[src/rtl/audio_sample_feeder_pkg.sv]
// Shared constants and the I2S word formatting helper for the audio sample feeder.
package audio_sample_feeder_pkg;

  // Width of one channel word handed to the I2S generator.
  localparam int unsigned I2S_WORD_W = 32;
  // Width of the saturating underrun counter.
  localparam int unsigned UNDERRUN_CNT_W = 16;

  // MSB-align a zero-extended sample of sample_w bits into an I2S word.
  // The sample's sign bit lands in bit 31; the low bits are filled with zeros.
  function automatic logic [I2S_WORD_W-1:0] fmt(input logic [I2S_WORD_W-1:0] sample_zx,
                                               input int unsigned sample_w);
    return sample_zx << (I2S_WORD_W - sample_w);
  endfunction

endpackage

[src/rtl/audio_pair_fifo.sv]
// Synchronous FIFO of {L,R} sample pairs. The storage array is written on push
// and read through a registered port that always holds the head entry, with a
// write bypass so a pair pushed into an empty FIFO is at the head next cycle.
module audio_pair_fifo #(
  parameter int unsigned pDepth = 16,
  parameter int unsigned pWidth = 48
) (
  input  logic                       clk_i,
  input  logic                       rst_ni,
  input  logic                       push_i,
  input  logic [pWidth-1:0]          wdata_i,
  input  logic                       pop_i,
  output logic [pWidth-1:0]          rdata_o,
  output logic                       full_o,
  output logic                       empty_o,
  output logic [$clog2(pDepth):0]    level_o
);

  localparam int unsigned AW = $clog2(pDepth);

  logic [pWidth-1:0] mem_q [pDepth];
  logic [AW-1:0]     wr_ptr_q, wr_ptr_d;
  logic [AW-1:0]     rd_ptr_q, rd_ptr_d;
  logic [AW:0]       level_q, level_d;
  logic              full_q, full_d;
  logic [pWidth-1:0] rdata_q, rdata_d;
  logic              push_ok_s, pop_ok_s;

  // A full FIFO refuses pushes even when a pop happens in the same cycle.
  assign push_ok_s = push_i & ~full_q;
  assign pop_ok_s  = pop_i & (level_q != {(AW+1){1'b0}});

  // Next-state for pointers, level, full flag and the head-entry read port.
  always_comb begin
    wr_ptr_d = wr_ptr_q;
    rd_ptr_d = rd_ptr_q;
    level_d  = level_q;
    if (push_ok_s) begin
      wr_ptr_d = wr_ptr_q + AW'(1);
    end else begin
      wr_ptr_d = wr_ptr_q;
    end
    if (pop_ok_s) begin
      rd_ptr_d = rd_ptr_q + AW'(1);
    end else begin
      rd_ptr_d = rd_ptr_q;
    end
    case ({push_ok_s, pop_ok_s})
      2'b10:   level_d = level_q + (AW+1)'(1);
      2'b01:   level_d = level_q - (AW+1)'(1);
      default: level_d = level_q;
    endcase
    full_d = (level_d == (AW+1)'(pDepth));
    // The slot being written becomes the head only when the FIFO is empty after the pop.
    if (push_ok_s && (wr_ptr_q == rd_ptr_d)) begin
      rdata_d = wdata_i;
    end else begin
      rdata_d = mem_q[rd_ptr_d];
    end
  end

  // Pair storage; intentionally not reset so it maps onto dual-port RAM.
  always_ff @(posedge clk_i) begin
    if (push_ok_s) begin
      mem_q[wr_ptr_q] <= wdata_i;
    end
  end

  // Pointer, level, full flag and read-port registers.
  always_ff @(posedge clk_i or negedge rst_ni) begin
    if (!rst_ni) begin
      wr_ptr_q <= {AW{1'b0}};
      rd_ptr_q <= {AW{1'b0}};
      level_q  <= {(AW+1){1'b0}};
      full_q   <= 1'b0;
      rdata_q  <= {pWidth{1'b0}};
    end else begin
      wr_ptr_q <= wr_ptr_d;
      rd_ptr_q <= rd_ptr_d;
      level_q  <= level_d;
      full_q   <= full_d;
      rdata_q  <= rdata_d;
    end
  end

  assign rdata_o = rdata_q;
  assign full_o  = full_q;
  assign empty_o = (level_q == {(AW+1){1'b0}});
  assign level_o = level_q;

endmodule

[src/rtl/audio_sample_feeder.sv]
// Stereo sample buffer feeding the I2S generator: queues L/R pairs from the
// mixer, pops one pair per frame on the generator's ready pulse, and outputs
// silence on mute or underrun.
// Optional feature: define AUDIO_FEEDER_UNDERRUN_CNT_EN to build the
// saturating underrun counter; otherwise oUnderrunCnt is tied to zero.
module audio_sample_feeder
  import audio_sample_feeder_pkg::*;
#(
  parameter int unsigned pDepth       = 16,
  parameter int unsigned pSampleWidth = 24
) (
  input  logic                        iMCLK,
  input  logic                        iMRSTn,
  input  logic [pSampleWidth-1:0]     iSampleL,
  input  logic [pSampleWidth-1:0]     iSampleR,
  input  logic                        iSampleValid,
  output logic                        oSampleReady,
  input  logic                        iMute,
  output logic [I2S_WORD_W-1:0]       oAudioData,
  input  logic                        iAudioDataRdy,
  input  logic                        iI2S_LRCLK,
  output logic [$clog2(pDepth):0]     oFillLevel,
  output logic [UNDERRUN_CNT_W-1:0]   oUnderrunCnt
);

  logic [2*pSampleWidth-1:0] fifo_rdata_s;
  logic                      fifo_full_s;
  logic                      fifo_empty_s;
  logic [pSampleWidth-1:0]   hold_l_q, hold_l_d;
  logic [pSampleWidth-1:0]   hold_r_q, hold_r_d;
  logic [I2S_WORD_W-1:0]     audio_q, audio_d;

  audio_pair_fifo #(
    .pDepth (pDepth),
    .pWidth (2*pSampleWidth)
  ) u_fifo (
    .clk_i   (iMCLK),
    .rst_ni  (iMRSTn),
    .push_i  (iSampleValid),
    .wdata_i ({iSampleL, iSampleR}),
    .pop_i   (iAudioDataRdy),
    .rdata_o (fifo_rdata_s),
    .full_o  (fifo_full_s),
    .empty_o (fifo_empty_s),
    .level_o (oFillLevel)
  );

  assign oSampleReady = ~fifo_full_s;

  // Holding register load on a pop, and channel select from the current holding pair.
  always_comb begin
    hold_l_d = hold_l_q;
    hold_r_d = hold_r_q;
    if (iAudioDataRdy) begin
      if (fifo_empty_s || iMute) begin
        hold_l_d = {pSampleWidth{1'b0}};
        hold_r_d = {pSampleWidth{1'b0}};
      end else begin
        {hold_l_d, hold_r_d} = fifo_rdata_s;
      end
    end else begin
      hold_l_d = hold_l_q;
      hold_r_d = hold_r_q;
    end
    if (iI2S_LRCLK) begin
      audio_d = fmt(I2S_WORD_W'(hold_l_q), pSampleWidth);
    end else begin
      audio_d = fmt(I2S_WORD_W'(hold_r_q), pSampleWidth);
    end
  end

  // Holding registers and the registered channel word.
  always_ff @(posedge iMCLK or negedge iMRSTn) begin
    if (!iMRSTn) begin
      hold_l_q <= {pSampleWidth{1'b0}};
      hold_r_q <= {pSampleWidth{1'b0}};
      audio_q  <= {I2S_WORD_W{1'b0}};
    end else begin
      hold_l_q <= hold_l_d;
      hold_r_q <= hold_r_d;
      audio_q  <= audio_d;
    end
  end

  assign oAudioData = audio_q;

`ifdef AUDIO_FEEDER_UNDERRUN_CNT_EN
  logic                      underrun_s;
  logic [UNDERRUN_CNT_W-1:0] urun_cnt_q, urun_cnt_d;

  assign underrun_s = iAudioDataRdy & fifo_empty_s;

  // Saturating count of pops that found the FIFO empty.
  always_comb begin
    urun_cnt_d = urun_cnt_q;
    if (underrun_s && (urun_cnt_q != 16'hFFFF)) begin
      urun_cnt_d = urun_cnt_q + 16'h0001;
    end else begin
      urun_cnt_d = urun_cnt_q;
    end
  end

  // Underrun counter register; cleared only by reset.
  always_ff @(posedge iMCLK or negedge iMRSTn) begin
    if (!iMRSTn) begin
      urun_cnt_q <= 16'h0000;
    end else begin
      urun_cnt_q <= urun_cnt_d;
    end
  end

  assign oUnderrunCnt = urun_cnt_q;
`else
  assign oUnderrunCnt = 16'h0000;
`endif

endmodule

[config.mk]
export PLATFORM = sky130hd
export DESIGN_NAME = audio_sample_feeder
export DESIGN_NICKNAME = d
export VERILOG_FILES = /design/src/rtl/audio_sample_feeder_pkg.sv /design/src/rtl/audio_pair_fifo.sv /design/src/rtl/audio_sample_feeder.sv
export SDC_FILE = /design/constraint.sdc
export NUM_CORES = 1
export LEC_CHECK = 0
export CORE_MARGIN = 5
export CORE_UTILIZATION = 65
export CTS_CLUSTER_DIAMETER = 150
export DETAILED_ROUTE_END_ITERATION = 8
export DONT_BUFFER_PORTS = 1
export PLACE_DENSITY = 0.81
export RECOVER_POWER = 100
export REMOVE_ABC_BUFFERS = 1
export SYNTH_ARGS = -nofsm -noshare
export SYNTH_HDL_FRONTEND = slang
export SYNTH_SLANG_ARGS = --single-unit
[constraint.sdc]
create_clock -name iMCLK -period 5.4 [get_ports iMCLK]
set_input_delay 0.54 -clock iMCLK [delete_from_list [all_inputs] [get_ports iMCLK]]
set_output_delay 0.54 -clock iMCLK [all_outputs]
set_load 0.005 [all_outputs]
# After elaboration in Yosys (flattened, before gate mapping)
# Memory sizes are Yosys's and may differ from the RTL's. A register that Yosys moved wholly into a read port is not among the register bits.
# Cells that the tools add are included.
# word_totals
memories,1
regBits,94
out_inout_bits,54
wordCells,29
latch_bits,0
mem_bits_rw,768
rom_bits,0
input_bits,54
# mem_list
memory,depth,width,rd,rd_clocked_by_memory_dff,wr,line_no,rtl
u_fifo.mem_q,16,48,1,1,1,audio_pair_fifo.sv:21,logic [pWidth-1:0] mem_q [pDepth];
# classes
mul,0
add_sub_neg,4
mux,7
n_lt_le_gt_ge,0
bitwise,3
n_shift,0
reduce_logical,4
eq_ne,3
n_div,0
# ops
op,n
2-to-1 mux 24 bit,2
2-to-1 mux 32 bit,1
case mux 5 bit (2 select lines),1
"adder 4 x 1 -> 4 bit, second input constant",2
"adder 5 x 1 -> 5 bit, second input constant",1
"equality test 5 bit, second input constant",1
zero test 5 bit,1
nonzero test 5 bit,1
"subtractor 5 x 1 -> 5 bit, second input constant",1
2-to-1 mux 4 bit,1
AND 1 bit,2
"equality test 2 x 1 -> 1 bit, second input constant",1
"equality test 2 bit, second input constant",1
2-to-1 mux 1 bit,2
zero test 1 bit,1
logical OR 1 bit,1
inverter 1 bit,1

# Depth between registers and ports, before layout
# logic_depth
word_depth,5
depth_mapped,12
ltp_nobuf,12

# Cells and area by module
# From an unflattened synthesis, not the netlist that was laid out.
# unflattened
cells_unflattened,2611
hier_area_um2,37423.4
# by_module_without_submodules
module,cells_per_inst,n_inst,seq_area_each_um2,area_each_um2
audio_pair_fifo,2299,1,24613.6,34306.7
audio_sample_feeder,312,1,1801.7,3116.7

# Worst setup path after synthesis
# Ideal clock, no wire load.
# synth_timing
path_type,input port to flip-flop
startpoint,input port iSampleValid
endpoint,"memory u_fifo.mem_q[10][0], enable pin"
required_time_ns,4.990
path_buffers,1
t_arrival_ns,2.371
path_slack_ns,2.619
path_stages,5
setup_time_ns,0.410
path_cell_list,nor2b_1 buf_2 inv_1 nor3b_1 and2_1
# synth_between
elab_chain_len,3
# synth_rtl
element,line_no,rtl
from (decl),audio_sample_feeder.sv:16,"input logic iSampleValid,"
AND 1 bit,audio_pair_fifo.sv:30,assign push_ok_s = push_i & ~full_q;
2-to-1 mux 1 bit,audio_pair_fifo.sv:64,if (push_ok_s) begin
2-to-1 mux 1 bit (implied by the code),audio_pair_fifo.sv:65,mem_q[wr_ptr_q] <= wdata_i;
to (decl),audio_pair_fifo.sv:21,
# No other way between the ends.

# Worst setup path after layout
# layout_timing
startpoint,register u_fifo.full_q (netlist: u_fifo.full_o)
endpoint,"memory u_fifo.mem_q[14][39], enable pin"
# layout_between
elab_chain_len,4
# layout_rtl
element,line_no,rtl
from (decl),audio_pair_fifo.sv:25,"logic full_q, full_d;"
from (signal assigned),audio_pair_fifo.sv:81,full_q <= full_d;
inverter 1 bit,audio_pair_fifo.sv:30,
AND 1 bit,audio_pair_fifo.sv:30,
2-to-1 mux 1 bit,audio_pair_fifo.sv:64,
2-to-1 mux 1 bit (implied by the code),audio_pair_fifo.sv:65,
# No other way between the ends.

==> summary.md <==
### STA
- Least-Margin Pin Slew: 3.76 ns
- count of endpoints failing setup in the final report: 0
- part of the cycle the worst path needs: 85.5%
- shortest period the worst path allows: 4.62 ns
- slack of the critical path: 0.782 ns
- total count of max-transition violations in the final report: 665
- final hold violations: 0
- top achievable clock speed: 0.217 GHz
- Post-Route Skew: 0.0233 ns
- headroom to the max-slew limit: -151%
- setup repair after global routing missed its margin: no

### Place
- gp weighted congestion: 0.763
- post-placement worst setup slack: 1.61 ns
- detailed-placement wirelength estimate: 47.2 mm
- Cell Count Post-Placement: 2,952
- port buffer count: 0

### Yosys
- proportion of netlist area held by the largest area contributor: 56.5%
- number of synthesized flops with an enable pin: 768
- flip-flop and latch count after synthesis: 902
- proportion of register bits with asynchronous set or reset after synthesis: 14.9%
- cell count after synthesis: 2,249
- sequential fraction of the synthesis area: 64.7%
- most area-hungry cell type in the Yosys netlist: sky130_fd_sc_hd__edfxtp_1
- Synth Area per Inst: 18.2 um^2
- library cell with the highest instance count after synthesis: sky130_fd_sc_hd__edfxtp_1
- main flop type after synthesis: sky130_fd_sc_hd__edfxtp_1
- main area contributors after synthesis: sky130_fd_sc_hd__edfxtp_1, sky130_fd_sc_hd__mux4_2, sky130_fd_sc_hd__dfrtp_1, sky130_fd_sc_hd__mux2i_1, sky130_fd_sc_hd__o22ai_1
- Post-synth top cells: sky130_fd_sc_hd__edfxtp_1, sky130_fd_sc_hd__mux4_2, sky130_fd_sc_hd__mux2i_1
- post-synthesis cell type count: 48
- total of warnings raised by yosys: 0
- post-synthesis cell area: 0.0408 mm^2

### Clocking
- total clock sinks: 902
- CTS tree: yes
- count of H-tree levels built during CTS: 3
- TritonCTS Buffers: 89
- Post-CTS Setup Bufs: 0
- clock tree root driver cell: sky130_fd_sc_hd__clkbuf_16
- clock buffer depth: 3
- insertion delay to the later sink of the worst-skew pair: 0.64 ns
- Clock transition at path regs: 0.06 ns

### Worst setup path
- Crit Reg-Reg Endpoint: u_fifo.mem_q[14][39]
- element type at the critical path start: register
- top fanout value on the critical path: 48
- CP Capture Type: register
- setup slack, reg-to-reg: 0.78 ns
- Critical Setup Path Class: register to register
- Data required, critical path: 5.55 ns
- logic depth of the worst register-to-register path: 3
- Arrival @ worst endpoint: 4.77 ns
- reg2reg start: u_fifo.full_o

### Global route
- fraction of met1 tracks used by global routing: 43.5%
- number of global-route vias before repair: 24,000
- GRT Resource Usage Total: 30.7%
- antenna violations before repair: 4
- gr busiest metal: met2
- Congestion Overflow GR: 0
- met2 GRT Util: 47.6%
- GR Layer Usage met3: 8.40%
- wire length of the first global-routing pass: 153 mm
- pin count of the biggest net entering global routing: 149

### Detailed routing
- iteration count of the initial detailed-routing pass: 8
- remaining design rule violation count: 0
- vias post-DR: 23,100
- Routed WL per cell: 32.2 um
- average vias per placed instance: 7.28
- post-route antenna net violation count: 0
- First DRT Iteration DRCs: 3,110
- total wire length after detailed routing: 102 mm

### Power
- Final Total Pwr: 25.3 mW
- leakage power figure: 15.1 nW
- maximum ir drop on the vdd rail: 0.660 mV
- power density over the cells: 564 mW/mm^2

### Layout
- final layout net count: 2,320
- layout cells sized above 1: 24.1%
- layout-stage area growth over the synthesis result: 9.69%
- non-filler instance count after layout: 3,174

### Floorplanning
- IO Pins: 108
- width of the die: 261 um
- Die Area: 0.0679 mm^2
- core region area: 0.0619 mm^2
- Placement Rows: 91
- starting utilization of the core area: 65.9%
- vertical die dimension: 261 um

### Min path
- Worst Hold Endpoint: hold_l_q[14]
- path category of the worst min-delay check: input pin to register
- hold path start: iAudioDataRdy
- number of cells on the worst hold path: 1

### Run
- Max-cap violations: 15

### Outcome
- violations in the final reports: capacitance limit, slew limit
- status: finished, violations left

## state kept, by name, indices dropped and copies added (netlist names)
| name | count |
|---|---|
| u_fifo.mem_q | 768 |
| u_fifo.rdata_o | 48 |
| hold_l_q | 24 |
| hold_r_q | 24 |
| oAudioData | 24 |
| u_fifo.level_o | 5 |
| u_fifo.rd_ptr_q | 4 |
| u_fifo.wr_ptr_q | 4 |
| u_fifo.full_o | 1 |
## repair_timing
action,CTS,global route
endpoints found under the hold margin,905,0
gates resized for setup,0,0
hold buffers,52,0
## power by group
part           leakage, nW  internal, mW  total (mW)  switching (mW)
clock                 1.41          3.54        6.15            2.61
sequential            8.62          8.65        9.32           0.662
combinational         5.10          4.76        9.82            5.06
## metrics by stage
stage                     hold WS [ns]  TNS [ns]  utilization (%)  instance area [um^2]
after floorplan                  0.244   -638.49                -                 40000
after global placement           0.251         0             66.9                 41400
after detailed placement         0.252         0             66.9                 41400
after CTS                      0.00166         0             72.5                 44900
after global routing           0.00615         0             72.3                 44800
final                           0.0233         0             72.3                 44800
## kinds of logic (layout without fill, tap and decap cells)
family | count (synthesis) | count (layout) | synth area share, %
fa+ha+maj | 8 | 8 | 0.245
simple gates | 269 | 269 | 3.19
mux | 529 | 529 | 24.7
flops | 902 | 902 | 64.7
compound gates | 237 | 237 | 3.40
xor+xnor | 18 | 18 | 0.456
buf+inv | 285 | 347 | 3.27
other cells | 1 | 27 | 0.00918
## critical path, stage by stage, from the launching register on
cell                      delay (ns)
sky130_fd_sc_hd__dfrtp_1        0.37
sky130_fd_sc_hd__nor2b_1        0.68
sky130_fd_sc_hd__and3_1         0.32
sky130_fd_sc_hd__and2_1         2.73
## cells in the final DEF (no fill, tap or decap), types with 4 or more instances in the layout
cell / count
sky130_fd_sc_hd__a21oi_1: 49
sky130_fd_sc_hd__and2_1: 6
sky130_fd_sc_hd__and2_2: 7
sky130_fd_sc_hd__and2_4: 4
sky130_fd_sc_hd__buf_12: 5
sky130_fd_sc_hd__buf_4: 14
sky130_fd_sc_hd__bufinv_16: 4
sky130_fd_sc_hd__clkbuf_1: 37
sky130_fd_sc_hd__clkbuf_16: 91
sky130_fd_sc_hd__clkbuf_8: 16
sky130_fd_sc_hd__clkinv_1: 5
sky130_fd_sc_hd__clkinv_2: 9
sky130_fd_sc_hd__clkinv_8: 4
sky130_fd_sc_hd__conb_1: 24
sky130_fd_sc_hd__dfrtp_1: 131
sky130_fd_sc_hd__dlygate4sd3_1: 51
sky130_fd_sc_hd__edfxtp_1: 768
sky130_fd_sc_hd__ha_1: 7
sky130_fd_sc_hd__inv_1: 102
sky130_fd_sc_hd__mux2i_1: 141
sky130_fd_sc_hd__mux4_2: 384
sky130_fd_sc_hd__nand2_1: 80
sky130_fd_sc_hd__nor2_1: 55
sky130_fd_sc_hd__nor2b_1: 51
sky130_fd_sc_hd__nor3_1: 51
sky130_fd_sc_hd__o21ai_0: 76
sky130_fd_sc_hd__o22ai_1: 96
sky130_fd_sc_hd__xnor2_1: 9
sky130_fd_sc_hd__xor2_1: 7
## final cells by class
class	count	area (um^2)
Tap cell	837	1050
Inverter	102	383
Timing Repair Buffer	78	773
Clock inverter	27	289
Sequential cell	902	26400
Multi-Input combinational cell	1085	13300
Fill cell	3508	17100
Antenna cell	3	7.51
Clock buffer	140	2620
## routing by layer
| layer | share of wire [%] | wire length, um | up-vias |
|---|---|---|---|
| li1 | - | - | 9119 |
| met1 | 36 | 36400 | 12000 |
| met2 | 48 | 49200 | 1699 |
| met3 | 13 | 12900 | 277 |
| met4 | 3.5 | 3550 | 2 |
| met5 | 0.020 | 20 | - |
## worst max path at each step
stage,endpoint,from
6_report,u_fifo.mem_q[14][39],u_fifo.full_o
5_1_grt,u_fifo.mem_q[14][40],u_fifo.full_o
4_1_cts,u_fifo.rdata_o[35],u_fifo.rd_ptr_q[0]
3_5_place_dp,u_fifo.rdata_o[6],u_fifo.rd_ptr_q[1]
3_3_place_gp,u_fifo.rdata_o[46],u_fifo.rd_ptr_q[1]
2_1_floorplan,u_fifo.rdata_o[46],u_fifo.rd_ptr_q[0]
(Power assumes the default switching activity.)
